`config.mk`:
```
export PLATFORM = sky130hd
export DESIGN_NAME = instruction_fetch
export DESIGN_NICKNAME = d
export VERILOG_FILES = /design/src/rtl/instruction_fetch.sv
export SDC_FILE = /design/constraint.sdc
export NUM_CORES = 1
export LEC_CHECK = 0
export ABC_AREA = 1
export BUFFER_PORTS_ARGS = -buffer_cell sky130_fd_sc_hd__buf_2
export CAP_MARGIN = 20
export CORE_UTILIZATION = 45
export DETAILED_ROUTE_END_ITERATION = 6
export PLACE_DENSITY_LB_ADDON = 0.1
export SKIP_LAST_GASP = 1
export SLEW_MARGIN = 20
export SYNTH_ARGS = -nofsm -noshare
export SYNTH_HDL_FRONTEND = slang
export SYNTH_SLANG_ARGS = --single-unit
```
`constraint.sdc`:
```
create_clock -name clock -period 1.9 [get_ports clock]
set_input_delay 0.38 -clock clock [delete_from_list [all_inputs] [get_ports clock]]
set_output_delay 0.38 -clock clock [all_outputs]
set_load 0.005 [all_outputs]
```
`src/rtl/instruction_fetch.sv`:
```
// Single-slot instruction fetch stage: one request in flight, one-cycle accept into the
// decode slot, redirect flush, and a sticky fault on a misaligned redirect target.
//
// state | meaning
// FETCH | normal fetching; requests issued whenever the decode slot can take a word
// FAULT | misaligned redirect seen; fetching halted until reset
module instruction_fetch #(
  parameter logic [31:0] RESET_PC = 32'h0000_0000
) (
  input  logic        clock,
  input  logic        reset_n,
  input  logic        stall,
  input  logic        redirect_valid,
  input  logic [31:0] redirect_pc,
  output logic        imem_req,
  output logic [31:0] imem_addr,
  input  logic        imem_ready,
  input  logic [31:0] imem_rdata,
  output logic [31:0] instr_out,
  output logic [31:0] pc_out,
  output logic        instr_valid,
  output logic        fetch_fault
);

  localparam logic [31:0] RESET_PC_ALIGNED = RESET_PC & 32'hFFFF_FFFC;

  typedef enum logic {FETCH, FAULT} state_t;

  state_t      state, state_next;
  logic [31:0] pc, pc_next;
  logic [31:0] instr_next, pc_out_next;
  logic        valid_next, fault_next;

  assign imem_addr = pc;

  always_comb begin
    state_next  = state;
    pc_next     = pc;
    instr_next  = instr_out;
    pc_out_next = pc_out;
    valid_next  = instr_valid;
    fault_next  = fetch_fault;
    imem_req    = 1'b0;
    case (state)
      FETCH: begin
        imem_req = reset_n && !redirect_valid && (!instr_valid || !stall);
        if (redirect_valid) begin
          // Redirect wins over stall and any same-cycle memory data.
          valid_next = 1'b0;
          instr_next = 32'h0000_0000;
          if (redirect_pc[1:0] != 2'b00) begin
            state_next = FAULT;
            fault_next = 1'b1;
          end else begin
            pc_next = redirect_pc;
          end
        end else if (imem_req && imem_ready) begin
          instr_next  = imem_rdata;
          pc_out_next = pc;
          valid_next  = 1'b1;
          pc_next     = pc + 32'd4;
        end else if (instr_valid && !stall) begin
          valid_next = 1'b0;
          instr_next = 32'h0000_0000;
        end
      end
      FAULT: begin
        state_next = FAULT;
      end
      default: state_next = FETCH;
    endcase
  end

  always_ff @(posedge clock) begin
    if (!reset_n) begin
      state       <= FETCH;
      pc          <= RESET_PC_ALIGNED;
      instr_out   <= 32'h0000_0000;
      pc_out      <= 32'h0000_0000;
      instr_valid <= 1'b0;
      fetch_fault <= 1'b0;
    end else begin
      state       <= state_next;
      pc          <= pc_next;
      instr_out   <= instr_next;
      pc_out      <= pc_out_next;
      instr_valid <= valid_next;
      fetch_fault <= fault_next;
    end
  end

endmodule

```
==> results.json, run 1 <==
{
  "drive_above_1_share_pct": 27.5,
  "cts_max_path_buffers": 2,
  "period_share_pct": 84.8,
  "vias": 5184,
  "mostFrequentLayoutCell": "nand2_1",
  "grt_max_degree": 47,
  "via_per_inst": 5.20,
  "fmax_mhz": 620,
  "busiest_layer": "met2",
  "peakVddDrop_mv": 0.376,
  "area_delta_synth_final_pct": 26.4,
  "yosys_warnings": 0,
  "core_area_um2": 9950,
  "die_h_um": 104,
  "route.antenna.remaining_nets": 0,
  "fin_crit_ns": 1.61,
  "setup_viol": 0,
  "hold_buffers": 0,
  "rsz0062_at_grt": "no",
  "grtUsageMet3_pct": 6.02,
  "fin_nets": 928,
  "finClkSkew_ns": 0.00749,
  "tns_ns": 0,
  "cts.sinks": 99,
  "worst-path-max-fanout": 5,
  "max_stage_delay_ns": 0.35,
  "synth.top_cell.area_share_pct": 42.1,
  "met1_usage_pct": 34.2,
  "drtPass1Iterations": 5,
  "status": "completed",
  "nFillCells": 1006,
  "synth_fp_nets": 770,
  "hold_viol": 0,
  "leakage_nw": 2.52,
  "placementRows": 36,
  "syn_inst": 700,
  "start_util_pct": 47.3,
  "die_area_um2": 10900,
  "first_global_vias": 4711,
  "drc": 0,
  "synth_top_cell_by_area": "dfxtp_1",
  "worstHoldPathType": "in -> reg",
  "synth.cell_area_um2": 4710,
  "clkLatencyLatePin_ns": 0.37,
  "worstPathCellList": "nand2_1, nand3_1, nor2_4, buf_2",
  "yosysSeqAreaShare_pct": 42.1,
  "grt_pass1_wl_um": 23100,
  "cp-start-kind": "flip-flop",
  "diodes": 0,
  "relSlewSlack_pct": 68.1,
  "avgSynthCellArea_um2": 6.73,
  "ys_types": 30,
  "cts_resized": 0,
  "max_cap_violations": 0,
  "io_buffers": 167,
  "power.density_nw_per_um2": 731,
  "wl_um": 14000,
  "slew_viol_final": 0,
  "antenna_found_initial": 0,
  "htreeDepth": 3,
  "cp.arrival_ns": 1.23,
  "crit_slowest_cell": "dfxtp_1",
  "synth-seq-cells": 99,
  "grtUsageTotal_pct": 26.1,
  "cts_tree": "built",
  "instances_no_fill": 996,
  "place_hpwl_um": 10100,
  "cts_root_buf": "clkbuf_8",
  "cp.required_ns": 1.52,
  "die_w_um": 104,
  "boundaryPins": 168,
  "path_buf_inv": 1,
  "crit_type": "reg -> out",
  "worstMarginPinSlew_ns": 0.479,
  "met2_usage_pct": 42.0,
  "synthTopCellsByArea": "dfxtp_1, nand2_1, nand3_1",
  "wl_per_cell_um": 14.1,
  "path_clk_slew_ns": 0.10,
  "cts_setup_buffers": 0,
  "crit_family": "flip-flops",
  "final_cell_mix": "nand2_1, buf_2, dfxtp_1",
  "grt_overflow_total": 0,
  "dp.cells": 980,
  "place.gp.congestion": 0.887,
  "endpoint_kind": "primary output",
  "cts_made_buffers": 9,
  "drt_iter0_drc": 218
}
==> flip-flops by register name, indices dropped and copies added, names as in the netlist <==
| register | cells |
|---|---|
| pc_out | 32 |
| fetch_fault | 1 |
| instr_valid | 1 |
| state | 1 |
| imem_addr | 32 |
| instr_out | 32 |
==> metrics by stage <==
step	utilization, %	total power [mW]	hold WS (ns)	setup WS, ns	cell area, µm²
final	59.8	4.35	0.268	0.288	5950
after global routing	59.8	4.54	0.257	0.173	5950
after CTS	59.8	4.38	0.258	0.264	5950
after detailed placement	57.4	2.81	0.449	0.218	5720
after global placement	57.4	2.79	0.444	0.281	5720
after floorplan	-	2.55	0.456	0.409	4710
==> path summary, 6_finish.rpt <==
path,cells past startpoint,slack [ns],to,from
worst max-delay path,4,0.29,imem_req,instr_valid
worst min-delay path,3,0.27,instr_out[28],imem_rdata[28]
worst max register to register,9,0.32,imem_addr[31],imem_addr[15]
worst min register to register,2,0.46,pc_out[19],pc_out[19]
==> cell type report <==
class                           count  area, µm²  area share (%)
Multi-Input combinational cell    522       2400            40.4
Sequential cell                    99       1980            33.3
Timing Repair Buffer              189       1030            17.2
Tap cell                          133        166            2.80
Clock buffer                       12        155            2.61
Inverter                           37        139            2.33
Clock inverter                      4       80.1            1.35
==> per-layer routing <==
metal | routed length, µm | share of wire (%)
met2 | 6430 | 46
met4 | 278 | 2.0
met5 | 0 | 0
met1 | 6340 | 45
met3 | 967 | 6.9
==> tightest hold or removal path, cell delays in order <==
cell	delay, ns
buf_2	0.09
nand3_1	0.07
a21oi_1	0.06
==> synthesized netlist by cell type <==
| library cell | number |
|---|---|
| nand2_1 | 194 |
| dfxtp_1 | 99 |
| nand3_1 | 95 |
| a21oi_1 | 93 |
| nor2_1 | 71 |
| inv_1 | 29 |
| buf_2 | 16 |
| clkbuf_1 | 15 |
| o21ai_0 | 13 |
| o21ai_1 | 12 |
| nand2_2 | 8 |
| buf_1 | 7 |
| inv_2 | 7 |
| nor2_2 | 7 |
| nor2_4 | 6 |
| buf_4 | 4 |
| a31oi_1 | 3 |
| o22ai_1 | 3 |
| or2_0 | 3 |
| a21oi_2 | 2 |
| nand4_1 | 2 |
| nor3_1 | 2 |
| o31ai_1 | 2 |
| and2_1 | 1 |
| clkinv_1 | 1 |
| ha_1 | 1 |
| nor2_8 | 1 |
| o21a_1 | 1 |
| o21ai_2 | 1 |
| xnor2_1 | 1 |
==> power by group <==
group	leakage [nW]	switching, mW	total (mW)	internal, mW
Sequential	0.803	0.0766	2.21	2.14
Combinational	1.59	0.325	0.548	0.223
Clock	0.119	0.763	1.59	0.829
Total	2.52	1.17	4.35	3.19
==> kinds of logic after synthesis <==
group	count (synthesis)	synth area share, %
flops	99	42.1
buf+inv	79	7.04
xor+xnor	1	0.186
fa+ha+maj	1	0.266
simple gates	390	36.1
compound gates	130	14.4
Note: power is estimated with default switching activity, not from simulation.
==> run 2, diff against run 1 <==
--- a/config.mk
+++ b/config.mk
@@ -5,10 +5,10 @@
 export SDC_FILE = /design/constraint.sdc
 export NUM_CORES = 1
 export LEC_CHECK = 0
-export ABC_AREA = 1
+export ABC_AREA = 0
 export BUFFER_PORTS_ARGS = -buffer_cell sky130_fd_sc_hd__buf_2
 export CAP_MARGIN = 20
-export CORE_UTILIZATION = 45
+export CORE_UTILIZATION = 44
 export DETAILED_ROUTE_END_ITERATION = 6
 export PLACE_DENSITY_LB_ADDON = 0.1
 export SKIP_LAST_GASP = 1
==> constraint.sdc (replaced) <==
create_clock -name clock -period 1.4 [get_ports clock]
set_input_delay 0.28 -clock clock [delete_from_list [all_inputs] [get_ports clock]]
set_output_delay 0.28 -clock clock [all_outputs]
set_load 0.005 [all_outputs]
==> results.json, run 2 <==
{
  "status": "finished, violations left",
  "violations": "negative setup slack",
  "synth-seq-cells": 99,
  "path_clk_slew_ns": 0.09,
  "drc": 0,
  "avgSynthCellArea_um2": 8.16,
  "route.antenna.remaining_nets": 0,
  "via_per_inst": 5.47,
  "synthTopCellsByArea": "dfxtp_1, nand2_1, a22oi_1",
  "rsz0062_at_grt": "yes",
  "synth_fp_nets": 593,
  "cts_tree": "built",
  "regToRegSetupSlack_ns": -0.33,
  "wl_per_cell_um": 15.7,
  "yosys_warnings": 0,
  "cp.arrival_ns": 2.03,
  "period_share_pct": 123,
  "crit_type": "reg -> reg",
  "final_cell_mix": "buf_2, nand2_1, buf_4",
  "grt_max_degree": 29,
  "fin_crit_ns": 1.73,
  "clkLatencyLatePin_ns": 0.37,
  "cp-start-kind": "flip-flop",
  "synth.cell_area_um2": 4270,
  "ys_top_cells_by_count": "dfxtp_1, nand2_1, nor2_1",
  "cp.required_ns": 1.70,
  "final_area_um2": 6510,
  "syn_inst": 523,
  "drtPass1Iterations": 5,
  "cts_max_path_buffers": 2,
  "worstHoldPathType": "in -> reg",
  "max_cap_violations": 0,
  "endpoint_kind": "flip-flop",
  "r2r-start": "imem_addr[3]",
  "die_h_um": 100,
  "yosysSeqAreaShare_pct": 46.5,
  "grt_overflow_total": 0,
  "power.density_nw_per_um2": 881,
  "die_area_um2": 10100,
  "placementRows": 35,
  "first_global_vias": 4619,
  "async_flop_share_pct": 0,
  "pwr-share-clk_pct": 32.0,
  "synth_top_cell_by_area": "dfxtp_1",
  "share_comb_of_total_power_pct": 16.6,
  "synth.top_cell.area_share_pct": 46.5,
  "place_hpwl_um": 10000,
  "worstSetupStartpoint": "imem_addr[3]",
  "worstMarginPinSlew_ns": 0.420,
  "r2r_end": "imem_addr[16]",
  "wl_um": 14100,
  "mostFrequentLayoutCell": "buf_2",
  "p_int_mw": 4.18,
  "start_util_pct": 45.7,
  "switching_power_mw": 1.55,
  "crit_end": "imem_addr[16]",
  "peakVddDrop_mv": 0.530,
  "diodes": 0,
  "setup_ws_ns": -0.328,
  "io_buffers": 167,
  "synth_enable_flop_cells": 0,
  "grtUsageTotal_pct": 27.2,
  "relSlewSlack_pct": 71.9,
  "tns_ns": -2.60,
  "fmax_mhz": 579,
  "core_area_um2": 9330,
  "vias": 4931,
  "worst-path-max-fanout": 3,
  "drt_iter0_drc": 250,
  "setup_viol": 22,
  "yosysMostFrequentCell": "dfxtp_1",
  "cts_root_buf": "clkbuf_8",
  "finClkSkew_ns": 0.0113,
  "whs_ns": 0.160,
  "cts.sinks": 99,
  "antenna_found_initial": 0,
  "boundaryPins": 168,
  "ys_types": 55,
  "seqPwrFrac_pct": 51.4,
  "ys.flop_type": "dfxtp_1",
  "die_w_um": 100,
  "drive_above_1_share_pct": 45.6,
  "leakage_nw": 2.94,
  "r2r_cells": 6,
  "slew_viol_final": 0,
  "cts_made_buffers": 9,
  "postPlaceCellArea_um2": 6020,
  "hold_viol": 0,
  "grt_pass1_wl_um": 22000,
  "swShare_pct": 27.1,
  "htreeDepth": 3,
  "fin_nets": 837,
  "area_delta_synth_final_pct": 52.6,
  "place.gp.congestion": 0.914
}
-- run 2: cell count changes after synthesis, sizes merged, moves of 7 or more --
cell	before	now
buf	27	12
mux2i	0	7
inv	36	2
nor2	85	56
a21oi	95	53
nand3	95	12
and3	0	7
nand2	202	96
clkbuf	15	29
nand4	2	11
o21ai	26	17
a22oi	0	40
nor3	2	11
a32o	0	7
-- run 2: critical path: stages (launching register included) --
cell and delay, ns:
dfxtp_4 0.38, ha_4 0.13, and4_4 0.22, nand2_4 0.05
or3_1 0.33, or4_1 0.42, a21oi_1 0.14
-- run 2: cell families after synthesis --
group           Yosys count  synth area share (%)
simple gates            218                  23.6
flops                    99                  46.5
compound gates          154                  23.8
fa+ha+maj                 1                 0.293
mux                       7                  1.64
buf+inv                  44                  4.25
-- run 2: what timing repair did --
action	4_1_cts	5_1_grt
pin swaps	19	25
gates resized for setup	30	25
buffers inserted	7	5
endpoints found under the setup margin	79	34
hold buffers	0	0
cloned	1	1
-- run 2: cell type report --
type | instances | area, µm²
Tap cell | 129 | 161
Inverter | 3 | 11.3
Clock buffer | 11 | 131
Sequential cell | 99 | 2020
Fill cell | 792 | 2820
Timing Repair Buffer | 274 | 1780
Clock inverter | 5 | 62.6
Multi-Input combinational cell | 380 | 2350
-- run 2: power groups by stage --
stage,combinational (mW),clock [mW],sequential [mW]
4_1_cts,0.906,1.87,2.95
5_1_grt,1.02,1.99,2.96
3_3_place_gp,0.849,0,3.01
2_1_floorplan,0.364,0,3.04
6_report,0.950,1.84,2.95
3_5_place_dp,0.867,0,3.01
-- run 2: routing by layer --
| metal | part of all wire [%] | vias to the layer above | track usage [%] |
|---|---|---|---|
| met2 | 48 | 219 | 46.2 |
| met3 | 7.6 | 28 | 6.10 |
| met1 | 42 | 2308 | 33.6 |
| met4 | 2.0 | 0 | 10.7 |
| li1 | - | 2376 | - |
| met5 | 0 | - | 0 |
-- run 2: worst min-delay path by stage --
stage,start,to,slack (ns),cells past startpoint
6_report,imem_rdata[1],instr_out[1],0.16,3
5_1_grt,imem_rdata[23],instr_out[23],0.15,3
4_1_cts,imem_rdata[1],instr_out[1],0.15,3
3_5_place_dp,pc_out[10],pc_out[10],0.44,2
3_3_place_gp,pc_out[6],pc_out[6],0.44,2
2_1_floorplan,redirect_pc[27],imem_addr[27],0.43,2
-- run 2: through the flow --
step	utilization [%]	power (mW)	worst slack, ns	instances
floorplan	-	3.40	-0.293	523
global placement	64.6	3.86	-0.234	876
detailed placement	64.6	3.88	-0.307	876
CTS	68.3	5.73	-0.307	899
global route	69.8	5.97	-0.421	901
finish	69.8	5.74	-0.328	901
==> run 3, diff against run 2 <==
--- a/config.mk
+++ b/config.mk
@@ -6,7 +6,7 @@
 export NUM_CORES = 1
 export LEC_CHECK = 0
 export ABC_AREA = 0
-export BUFFER_PORTS_ARGS = -buffer_cell sky130_fd_sc_hd__buf_2
+export BUFFER_PORTS_ARGS = -buffer_cell sky130_fd_sc_hd__clkbuf_2
 export CAP_MARGIN = 20
 export CORE_UTILIZATION = 44
 export DETAILED_ROUTE_END_ITERATION = 6
==> results.json, run 3 (synthesized netlist as in run 2, its figures left out) <==
{
  "status": "finished, violations left",
  "violations": "negative setup slack",
  "wl_per_cell_um": 15.9,
  "rsz0062_at_grt": "yes",
  "relSlewSlack_pct": 78.0,
  "cp.arrival_ns": 2.01,
  "final_cell_mix": "clkbuf_2, nand2_1, buf_4",
  "worstMarginPinSlew_ns": 0.328,
  "cts_root_buf": "clkbuf_8",
  "die_w_um": 100,
  "peakVddDrop_mv": 0.624,
  "tns_ns": -4.51,
  "busiest_layer": "met2",
  "first_global_vias": 4627,
  "cp.required_ns": 1.70,
  "grtUsageMet3_pct": 6.93,
  "core_area_um2": 9330,
  "cts.sinks": 99,
  "drc": 0,
  "vias": 4958,
  "diodes": 0,
  "nFillCells": 762,
  "area_delta_synth_final_pct": 57.6,
  "fmax_mhz": 583,
  "hold_buffers": 0,
  "clkLatencyLatePin_ns": 0.36,
  "dp.cells": 872,
  "slew_viol_final": 0,
  "final_area_um2": 6720,
  "drive_above_1_share_pct": 48.5,
  "mostFrequentLayoutCell": "clkbuf_2",
  "placementRows": 35,
  "htreeDepth": 3,
  "max_cap_violations": 0,
  "via_per_inst": 5.48,
  "worst-path-max-fanout": 2,
  "finClkSkew_ns": 0.0110,
  "worstHoldPathType": "in -> reg",
  "drtPass1Iterations": 5,
  "drt_iter0_drc": 230,
  "grt_pass1_wl_um": 22300,
  "grtUsageTotal_pct": 27.8,
  "wl_um": 14400,
  "setup_viol": 42,
  "grt_overflow_total": 0,
  "cts_max_path_buffers": 2,
  "hold_viol": 0,
  "grt_max_degree": 56,
  "route.antenna.remaining_nets": 0,
  "crit_type": "reg -> reg",
  "die_h_um": 100,
  "cts_made_buffers": 9,
  "io_buffers": 167,
  "instances_no_fill": 905,
  "met1_usage_pct": 35.5,
  "leakage_nw": 2.96,
  "setup_ws_ns": -0.316,
  "cts_tree": "built",
  "postPlaceCellArea_um2": 5980,
  "boundaryPins": 168,
  "start_util_pct": 45.7,
  "final_util_pct": 72.1,
  "path_clk_slew_ns": 0.10,
  "fin_crit_ns": 1.72,
  "period_share_pct": 123,
  "antenna_found_initial": 0,
  "endpoint_kind": "flip-flop",
  "cp-start-kind": "flip-flop",
  "power.density_nw_per_um2": 898,
  "die_area_um2": 10100,
  "place_hpwl_um": 9840,
  "place.gp.congestion": 0.872,
  "fin_nets": 842,
  "met2_usage_pct": 45.5,
  "r2r_cells": 6,
  "hold_depth": 3
}
==> run 3: cell count changes in the layout (fill, tap and decap cells not counted), sizes merged <==
cell	change
clkinv	-2
clkbuf	+169
nand2b	+1
inv	+1
clkdlybuf4s15	+1
buf	-166
==> run 3: repair_timing <==
action,4_1_cts,5_1_grt
setup buffers,10,4
gates cloned,2,3
setup endpoints to repair,74,68
pin swaps,31,26
resized for setup,36,39
==> run 3: power breakdown <==
| group | internal [mW] | switching, mW |
|---|---|---|
| Clock | 1.04 | 1.02 |
| Sequential | 2.89 | 0.0631 |
| Combinational | 0.503 | 0.524 |
==> run 3: routing by layer <==
layer / vias to the layer above / routed length (µm)
met2: 200 / 7230
met1: 2342 / 5960
met3: 32 / 931
met5: - / 0
li1: 2384 / -
met4: 0 / 288
==> run 3: final cells by class <==
type / instances / area, µm² / share of cell area [%]
flip-flops and latches: 99 / 2020 / 30.1
inverters: 3 / 13.8 / 0.205
well taps: 129 / 161 / 2.40
clock buffers: 11 / 174 / 2.59
clock inverters: 4 / 52.6 / 0.782
multi-input cells: 381 / 2450 / 36.5
repair buffers: 278 / 1850 / 27.5
==> run 3: critical path, cell delays in order, from the launching register on <==
cell,delay [ns]
dfxtp_4,0.37
ha_4,0.13
and4_4,0.22
nand2_4,0.05
or3_4,0.33
or4_1,0.42
a21oi_1,0.14
==> run 3: path summary, 6_finish.rpt <==
path                  startpoint            end  slack [ns]
setup / recovery    imem_addr[3]  imem_addr[16]       -0.32
hold / removal    imem_rdata[25]  instr_out[25]        0.16
setup reg to reg    imem_addr[3]  imem_addr[16]       -0.32
hold reg to reg        pc_out[9]      pc_out[9]        0.46
==> run 3: metrics by stage <==
step                hold slack [ns]  setup slack [ns]  power (mW)
CTS                           0.148            -0.301        5.95
floorplan                     0.430            -0.293        3.40
global route                  0.151            -0.354        6.31
global placement              0.438            -0.241        3.85
finish                        0.160            -0.316        6.04
detailed placement            0.446            -0.308        3.87
